## config.mk

```make
export PLATFORM = sky130hd
export DESIGN_NAME = wb_gpio_arbiter
export DESIGN_NICKNAME = d
export VERILOG_FILES = /design/src/rtl/wb_arb_pkg.sv /design/src/rtl/wb_timeout_cnt.sv /design/src/rtl/wb_gpio_arbiter.sv
export SDC_FILE = /design/constraint.sdc
export NUM_CORES = 1
export LEC_CHECK = 0
export CAP_MARGIN = 10
export CORE_ASPECT_RATIO = 0.9
export CORE_MARGIN = 3
export CORE_UTILIZATION = 34
export CTS_BUF_LIST = sky130_fd_sc_hd__clkbuf_2
export DETAILED_ROUTE_END_ITERATION = 7
export HOLD_SLACK_MARGIN = 0.02
export MAX_ROUTING_LAYER = met4
export PLACE_DENSITY = 0.8
export SETUP_SLACK_MARGIN = 0.02
export SYNTH_ARGS = -nofsm -noshare
export SYNTH_HDL_FRONTEND = slang
export SYNTH_HIERARCHICAL = 1
export SYNTH_SLANG_ARGS = --single-unit
```

## constraint.sdc

```tcl
create_clock -name i_clk -period 1.7 [get_ports i_clk]
set_clock_uncertainty 0.2 [all_clocks]
set_input_delay 0.17 -clock i_clk [delete_from_list [all_inputs] [get_ports i_clk]]
set_output_delay 0.17 -clock i_clk [all_outputs]
set_load 0.01 [all_outputs]
```

## src/rtl/wb_arb_pkg.sv

```systemverilog
// Shared definitions for the two-master Wishbone GPIO arbiter.
// Covers the FSM state encoding, the master count and the owner one-hot helper.
package wb_arb_pkg;

  localparam int NUM_MASTERS = 2;

  typedef enum logic [1:0] {
    ST_IDLE  = 2'd0,
    ST_BUSY  = 2'd1,
    ST_ABORT = 2'd2
  } arb_state_t;

  function automatic logic [NUM_MASTERS-1:0] owner_onehot(input logic owner);
    return owner ? 2'b10 : 2'b01;
  endfunction

endpackage

```

## src/rtl/wb_timeout_cnt.sv

```systemverilog
// Counts wait cycles of a strobed access. Expiry is flagged combinationally when
// the count reaches TIMEOUT-1. Clear has priority over enable.
module wb_timeout_cnt #(
  parameter int TIMEOUT = 16
) (
  input  logic i_clk,
  input  logic i_reset_n,
  input  logic clear,
  input  logic enable,
  output logic expired
);

  logic [7:0] count;

  always_ff @(posedge i_clk or negedge i_reset_n) begin
    if (!i_reset_n) begin
      count <= '0;
    end else if (clear) begin
      count <= '0;
    end else if (enable) begin
      count <= count + 8'd1;
    end
  end

  assign expired = (count == 8'(TIMEOUT - 1));

endmodule

```

## src/rtl/wb_gpio_arbiter.sv

```systemverilog
// Round-robin arbiter for two Wishbone masters sharing one GPIO slave.
// Grant lands 1 cycle after request; the slave path is combinational; stalled strobes abort after TIMEOUT cycles.
module wb_gpio_arbiter
  import wb_arb_pkg::*;
#(
  parameter int TIMEOUT = 16
) (
  input  logic                     i_clk,
  input  logic                     i_reset_n,
  input  logic [NUM_MASTERS-1:0]   m_cyc_i,
  input  logic [NUM_MASTERS-1:0]   m_stb_i,
  input  logic [NUM_MASTERS-1:0]   m_we_i,
  input  logic [NUM_MASTERS-1:0]   m_adr_i,
  input  logic [8*NUM_MASTERS-1:0] m_dat_i,
  output logic [8*NUM_MASTERS-1:0] m_dat_o,
  output logic [NUM_MASTERS-1:0]   m_ack_o,
  output logic [NUM_MASTERS-1:0]   m_err_o,
  output logic                     s_cyc_o,
  output logic                     s_stb_o,
  output logic                     s_we_o,
  output logic                     s_adr_o,
  output logic [7:0]               s_dat_o,
  input  logic [7:0]               s_dat_i,
  input  logic                     s_ack_i,
  input  logic                     s_err_i,
  output logic [NUM_MASTERS-1:0]   o_grant
);

  arb_state_t state, state_nxt;
  logic       owner, owner_nxt;
  logic       last_owner, last_owner_nxt;
  logic       cnt_clear, cnt_en, cnt_expired;

  wb_timeout_cnt #(.TIMEOUT(TIMEOUT)) u_timeout (
    .i_clk     (i_clk),
    .i_reset_n (i_reset_n),
    .clear     (cnt_clear),
    .enable    (cnt_en),
    .expired   (cnt_expired)
  );

  // Read data is broadcast; only the acked master samples it.
  assign m_dat_o = {NUM_MASTERS{s_dat_i}};

  always_ff @(posedge i_clk or negedge i_reset_n) begin
    if (!i_reset_n) begin
      state      <= ST_IDLE;
      owner      <= 1'b0;
      last_owner <= 1'b1;
      o_grant    <= '0;
    end else begin
      state      <= state_nxt;
      owner      <= owner_nxt;
      last_owner <= last_owner_nxt;
      o_grant    <= (state_nxt == ST_IDLE) ? '0 : owner_onehot(owner_nxt);
    end
  end

  always_comb begin
    state_nxt      = state;
    owner_nxt      = owner;
    last_owner_nxt = last_owner;
    s_cyc_o        = 1'b0;
    s_stb_o        = 1'b0;
    s_we_o         = 1'b0;
    s_adr_o        = 1'b0;
    s_dat_o        = '0;
    m_ack_o        = '0;
    m_err_o        = '0;
    cnt_clear      = 1'b1;
    cnt_en         = 1'b0;

    unique case (state)
      ST_IDLE: begin
        if (|m_cyc_i) begin
          state_nxt = ST_BUSY;
          // On a tie the master that was not served last wins.
          owner_nxt = (&m_cyc_i) ? ~last_owner : m_cyc_i[1];
        end
      end

      ST_BUSY: begin
        s_cyc_o   = m_cyc_i[owner];
        s_stb_o   = m_cyc_i[owner] & m_stb_i[owner];
        s_we_o    = m_we_i[owner];
        s_adr_o   = m_adr_i[owner];
        s_dat_o   = owner ? m_dat_i[15:8] : m_dat_i[7:0];
        m_ack_o   = (s_ack_i & m_cyc_i[owner]) ? owner_onehot(owner) : '0;
        m_err_o   = (s_err_i & m_cyc_i[owner]) ? owner_onehot(owner) : '0;
        cnt_en    = 1'b1;
        cnt_clear = ~s_stb_o | s_ack_i | s_err_i;

        if (!m_cyc_i[owner]) begin
          state_nxt      = ST_IDLE;
          last_owner_nxt = owner;
        end else if (s_stb_o && cnt_expired && !s_ack_i && !s_err_i) begin
          state_nxt = ST_ABORT;
        end
      end

      ST_ABORT: begin
        m_err_o        = owner_onehot(owner);
        state_nxt      = ST_IDLE;
        last_owner_nxt = owner;
      end

      default: state_nxt = ST_IDLE;
    endcase
  end

endmodule

```

# [Word-level counts from Yosys, hierarchy flattened]
# Cells that the tools add are included.
# W data, S select, Z words.
[word_totals] reg_bits=14 inputBits=36 output_inout_bits=34
[classes] addsub=1 n_lt_le_gt_ge=1 n_eq_ne=4 muxes=34 bitwise=7 n_reduce_logical=12
[op_table] operator="$mux W8" n=4
[op_table] operator="$mux W1" n=18
[op_table] operator="$mux W2" n=9
[op_table] operator="$add A8 B1 Y8 const B" n=1
[op_table] operator="$eq A8 B4 Y1 const B" n=1
[op_table] operator="$pmux W2 S2" n=2
[op_table] operator="$logic_not A2 Y1" n=2
[op_table] operator="$reduce_and A2 Y1" n=2
[op_table] operator="$reduce_bool A2 Y1" n=2
[op_table] operator="$and A1 B1 Y1" n=3
[op_table] operator="$logic_and A1 B1 Y1" n=3
[op_table] operator="$eq A2 B1 Y1 const B" n=1
[op_table] operator="$eq A2 B2 Y1 const B" n=1
[op_table] operator="$logic_not A1 Y1" n=2
[op_table] operator="$lt A1 B2 Y1 const B" n=1
[op_table] operator="$ne A2 B2 Y1 const B" n=1
[op_table] operator="$not A1 Y1" n=2
[op_table] operator="$or A1 B1 Y1" n=2
[op_table] operator="$pmux W1 S2" n=1
[op_table] operator="$reduce_or A2 Y1" n=1

# [Logic depth before layout (Yosys ltp)]
[logic_depth] ltp_word=11 mapped_depth=7 ltp_nobuf=7

# [Modules after synthesis]
# Netlist, hierarchy kept.
[modules_own_cells] module="wb_gpio_arbiter" n_inst=1 cells_each=83 area_per_inst_um2=719.4
[modules_own_cells] module="wb_timeout_cnt" n_inst=1 cells_each=39 area_per_inst_um2=394.1

# [Least setup slack after synthesis]
# No wires, ideal clock.
[synth_path] path_type="register to register" startpoint="register u_timeout.count[0]" endpoint="register o_grant[0]" setup_time_ps=129 arrival_ps=1479 required_time_ps=1371 slack_ps=-107 path_stages_with_launch=8 period_less_slack_ps=1807 cell_sequence="dfrtp_1 ha_1 nand4b_1 nor4_1 nor3b_1 a21oi_1 a21oi_1 a21oi_1"
[synth_between] elab_chain_cells=9
[synth_rtl] item="start: declaration" line_no="wb_timeout_cnt.sv:13" source="logic [7:0] count;"
[synth_rtl] item="start signal: assignment" line_no="wb_timeout_cnt.sv:21" source="count <= count + 8'd1;"
[synth_rtl] item="$eq A8 B4 Y1" line_no="wb_timeout_cnt.sv:25" source="assign expired = (count == 8'(TIMEOUT - 1));"
[synth_rtl] item="via cnt_expired" line_no="wb_gpio_arbiter.sv:32" source="logic cnt_clear, cnt_en, cnt_expired;"
[synth_rtl] item="$logic_and A1 B1 Y1 (3 in a row)" line_no="wb_gpio_arbiter.sv:96" source="end else if (s_stb_o && cnt_expired && !s_ack_i && !s_err_i) begin"
[synth_rtl] item="$mux W2" line_no="wb_gpio_arbiter.sv:96"
[synth_rtl] item="$mux W2" line_no="wb_gpio_arbiter.sv:93" source="if (!m_cyc_i[owner]) begin"
[synth_rtl] item="$pmux W2 S2" line_no="wb_gpio_arbiter.sv:73" source="unique case (state)"
[synth_rtl] item="$logic_not A2 Y1" line_no="wb_gpio_arbiter.sv:55" source="o_grant <= (state_nxt == ST_IDLE) ? '0 : owner_onehot(owner_nxt);"
[synth_rtl] item="$mux W2" line_no="wb_gpio_arbiter.sv:55"
[synth_rtl] item="end signal: assignment" line_no="wb_gpio_arbiter.sv:55"
[synth_rtl] item="end: declaration" line_no="wb_gpio_arbiter.sv:26" source="output logic [NUM_MASTERS-1:0] o_grant"
# The timed path passes the listed nets, and every way through them passes these cells.
# A chain may end at the register's enable or synchronous reset.

# [Worst setup path after layout]
[layout_path] startpoint="register owner" endpoint="output port m_err_o[1]"
[layout_between] elab_chain_cells=5 word_cells_on_any_way=6 cone_classes="mux: 5; bitwise: 1"
[layout_rtl] item="start: declaration" line_no="wb_gpio_arbiter.sv:30" source="logic owner, owner_nxt;"
[layout_rtl] item="start signal: assignment" line_no="wb_gpio_arbiter.sv:53" source="owner <= owner_nxt;"
[layout_rtl] item="$mux W1 (not written as such) (2 in a row)" line_no="wb_gpio_arbiter.sv:89" source="m_err_o = (s_err_i & m_cyc_i[owner]) ? owner_onehot(owner) : '0;"
[layout_rtl] item="$and A1 B1 Y1" line_no="wb_gpio_arbiter.sv:89"
[layout_rtl] item="$mux W2" line_no="wb_gpio_arbiter.sv:89"
[layout_rtl] item="$pmux W2 S2 (*)" line_no="wb_gpio_arbiter.sv:73"
[layout_rtl] item="end: declaration" line_no="wb_gpio_arbiter.sv:17" source="output logic [NUM_MASTERS-1:0] m_err_o,"
# Mark *: on every way between the ends. The rest lies on a longest branch, timed or not. The select of a mux whose other input is x is not followed.

==> run_results.csv <==
group,metric,value,unit
synthesis,synth_area,1110,sq um
sta,worstMarginPinSlew,336,ps
cts,clk_latency,270,ps
synthesis,synth_xor_area_frac,0.0315,
layout,layout-drive-gt1-share,0.535,
critical_path,critPathRequiredTime,1330,ps
placement,placedInstanceArea,1660,sq um
critical_path,arrival,1570,ps
cts,cts_buffer_depth,2,
placement,gp_congestion,0.881,
route,finalWirelength,4240,microns
synthesis,synthCells,122,
layout,most-common-layout-cells,"clkdlybuf4s50_1 (29), buf_4 (22), buf_6 (17)",
floorplan,die_h,60.3,microns
synthesis,yosys.area_share.adder,0.0449,
route,drt_pass1_iterations,4,
global_routing,grt_pass1_wl,4960,microns
synthesis,synth_edf_count,0,
sta,setup_tns,-3290,ps
floorplan,rows,19,
layout,design_area,2080,sq um
power_and_ir_drop,leakage,0.906,nW
hold_path,hold_path.class,"input port to output port",
global_routing,grt_pass1_vias,1128,
synthesis,synth_mux_area_frac,0.136,
synthesis,synth_nets,162,
sta,post-route-min-period,1940,ps
cts,cts_root_buf,"clkbuf_2",
sta,clock.fmax,516,MHz
critical_path,cp-start-kind,"flop",
synthesis,synth-compound-area-share,0.0944,
run_status,status,"complete, but fails checks",
synthesis,seq_area_frac_synth,0.316,
sta,rsz0062_at_grt,"true",
sta,slew_viol_final,0,
synthesis,synth_cell_type_count,37,
floorplan,start_util,0.360,
route,first_iter_violations,42,
sta,setup_viol,26,
synthesis,synthArstFlopShare,1.00,
power_and_ir_drop,power,2.65,mW
global_routing,antenna_found_initial,0,
placement,numPortBuffers,45,
placement,dpl.hpwl,2450,microns
synthesis,synth-seq-cells,14,
cts,cts_tree,"built",
critical_path,end_kind,"output port",
cts,cts_buffers,3,
layout,final_core_util,0.672,
critical_path,crit_type,"flop to output port",
route,vias,1162,
sta,slew_headroom,0.775,
cts,cts_htree_levels,1,
floorplan,die_w,66.3,microns
layout,finalNetCount,226,
floorplan,core-area,3090,sq um
floorplan,io_pins,70,
sta,timing.final.ws_setup,-239,ps
cts,cts_sinks,14,
floorplan,die_area,4000,sq um
layout,layout_commonest_cell,"clkdlybuf4s50_1",
route,avgViaCountPerCell,5.12,
global_routing,grt_max_degree,18,
sta,final_hold_viol_count,0,
layout,diodes,0,
synthesis,yosys.area_share.simple,0.230,
synthesis,yosysWarnings,6,
cts,clkSlewWorstSetupHoldPaths,140,ps
synthesis,synth_top_family_by_area,"simple AND/OR/NAND/NOR gates",
layout,syn2layout_area_growth,86.5,%
critical_path,slowest_stage,"dfrtp_1",
synthesis,synth.avg_cell_area,9.13,sq um
sta,finalCritPeriodShare,1.14,
critical_path,cp_slowest_stage_delay,420,ps
critical_path,crit_chain,"mux2_4 -> a31oi_4 -> nor2b_4 -> and2_4 -> buf_6",
run,drv_cap,0,
global_routing,grt-ovfl-total,0,
synthesis,synth-main-ff-cell,"dfrtp_1",
power_and_ir_drop,peakVddDrop,0.000966,V
route,wl_per_cell,18.7,microns
global_routing,grt_usage,0.167,
route,antenna_left,0,
run_status,violations,"negative setup slack",
route,drc_errors,0,
critical_path,crit_fanout,2,
layout,nFillCells,195,
power_and_ir_drop,power_density,1280,nW/um^2
## cells in the mapped netlist (all sizes together) (3+ instances only)
library cell | count | area [sq um]
inv | 4 | 15.0
nor2b | 12 | 75.1
nand2 | 8 | 30.0
mux2 | 3 | 41.3
nor2 | 9 | 33.8
buf | 20 | 145
a21oi | 6 | 30.0
nand4 | 4 | 31.3
mux2i | 11 | 110
or3 | 3 | 18.8
ha | 4 | 50.1
o21ai | 3 | 15.0
dfrtp | 13 | 325
xor2 | 3 | 26.3
## per-stage QoR
| stage | hold WS, ps | setup slack [ps] | std cells |
|---|---|---|---|
| 2_1_floorplan | -326 | 1.47 | 122 |
| 3_3_place_gp | 140 | -382 | 212 |
| 3_5_place_dp | 140 | -406 | 212 |
| 4_1_cts | 140 | -212 | 223 |
| 5_1_grt | 140 | -329 | 227 |
| 6_report | 140 | -239 | 227 |
## cell type report
cell class	count	area [sq um]	area share
Inverter	4	20.0	0.00964
Clock buffer	3	15.0	0.00723
Tap cell	42	52.6	0.0253
Sequential cell	14	352	0.169
Multi-Input combinational cell	83	887	0.427
Timing Repair Buffer	80	747	0.360
Clock inverter	1	3.75	0.00181
## metal layers
metal,vias to the layer above,routed length [microns],global-route usage
met3,6,173,0.0508
met1,585,1550,0.172
met4,0,68,0.0348
li1,529,-,-
met5,-,0,-
met2,42,2450,0.313
## where the power goes
group / internal, mW / leakage [nW] / switching, mW / total [mW]
Sequential: 0.401 / 0.185 / 0.0400 / 0.441
Combinational: 1.17 / 0.706 / 0.886 / 2.06
Clock: 0.0511 / 0.0140 / 0.105 / 0.156
Total: 1.62 / 0.906 / 1.03 / 2.65
## flip-flops by register name, summed over array words and instances (netlist names)
signal           flops
last_owner           1
o_grant              2
owner                1
state                2
u_timeout/count      8
## critical path, delay by kind of cell, from the launching register on
kind | cells | cell delay, ps
compound gates | 1 | 220
simple gates | 2 | 210
flops | 1 | 420
buf+inv | 1 | 110
mux | 1 | 330
## logic make-up (layout without fill, tap and decap cells)
| kind of cell | Yosys count | after routing |
|---|---|---|
| AND/OR/NAND/NOR | 45 | 45 |
| AO/OA/AOI/OAI | 16 | 16 |
| multiplexers | 14 | 14 |
| XOR/XNOR | 4 | 4 |
| flip-flops | 14 | 14 |
| buffers and inverters | 25 | 88 |
| adder cells (fa/ha/maj) | 4 | 4 |
## final timing paths
check,from,to,slack [ps],cells after the start
max,owner,m_err_o[1],-240,5
min,s_dat_i[7],m_dat_o[15],140,0
max reg2reg,u_timeout/count[0],o_grant[0],-200,7
min reg2reg,u_timeout/count[7],u_timeout/count[7],370,2
max in group asynchronous,i_reset_n,last_owner,500,3
min in group asynchronous,i_reset_n,state[0],560,3
## repair_timing
item / 4_1_cts / 5_1_grt
pin swaps: 13 / 10
cloned: 1 / 1
hold buffers: 1 / 0
setup buffers: 5 / 3
endpoints found under the setup margin: 29 / 29
resized for setup: 85 / 57
endpoints found under the hold margin: 13 / 0
Power figures use the tool's default switching activity.
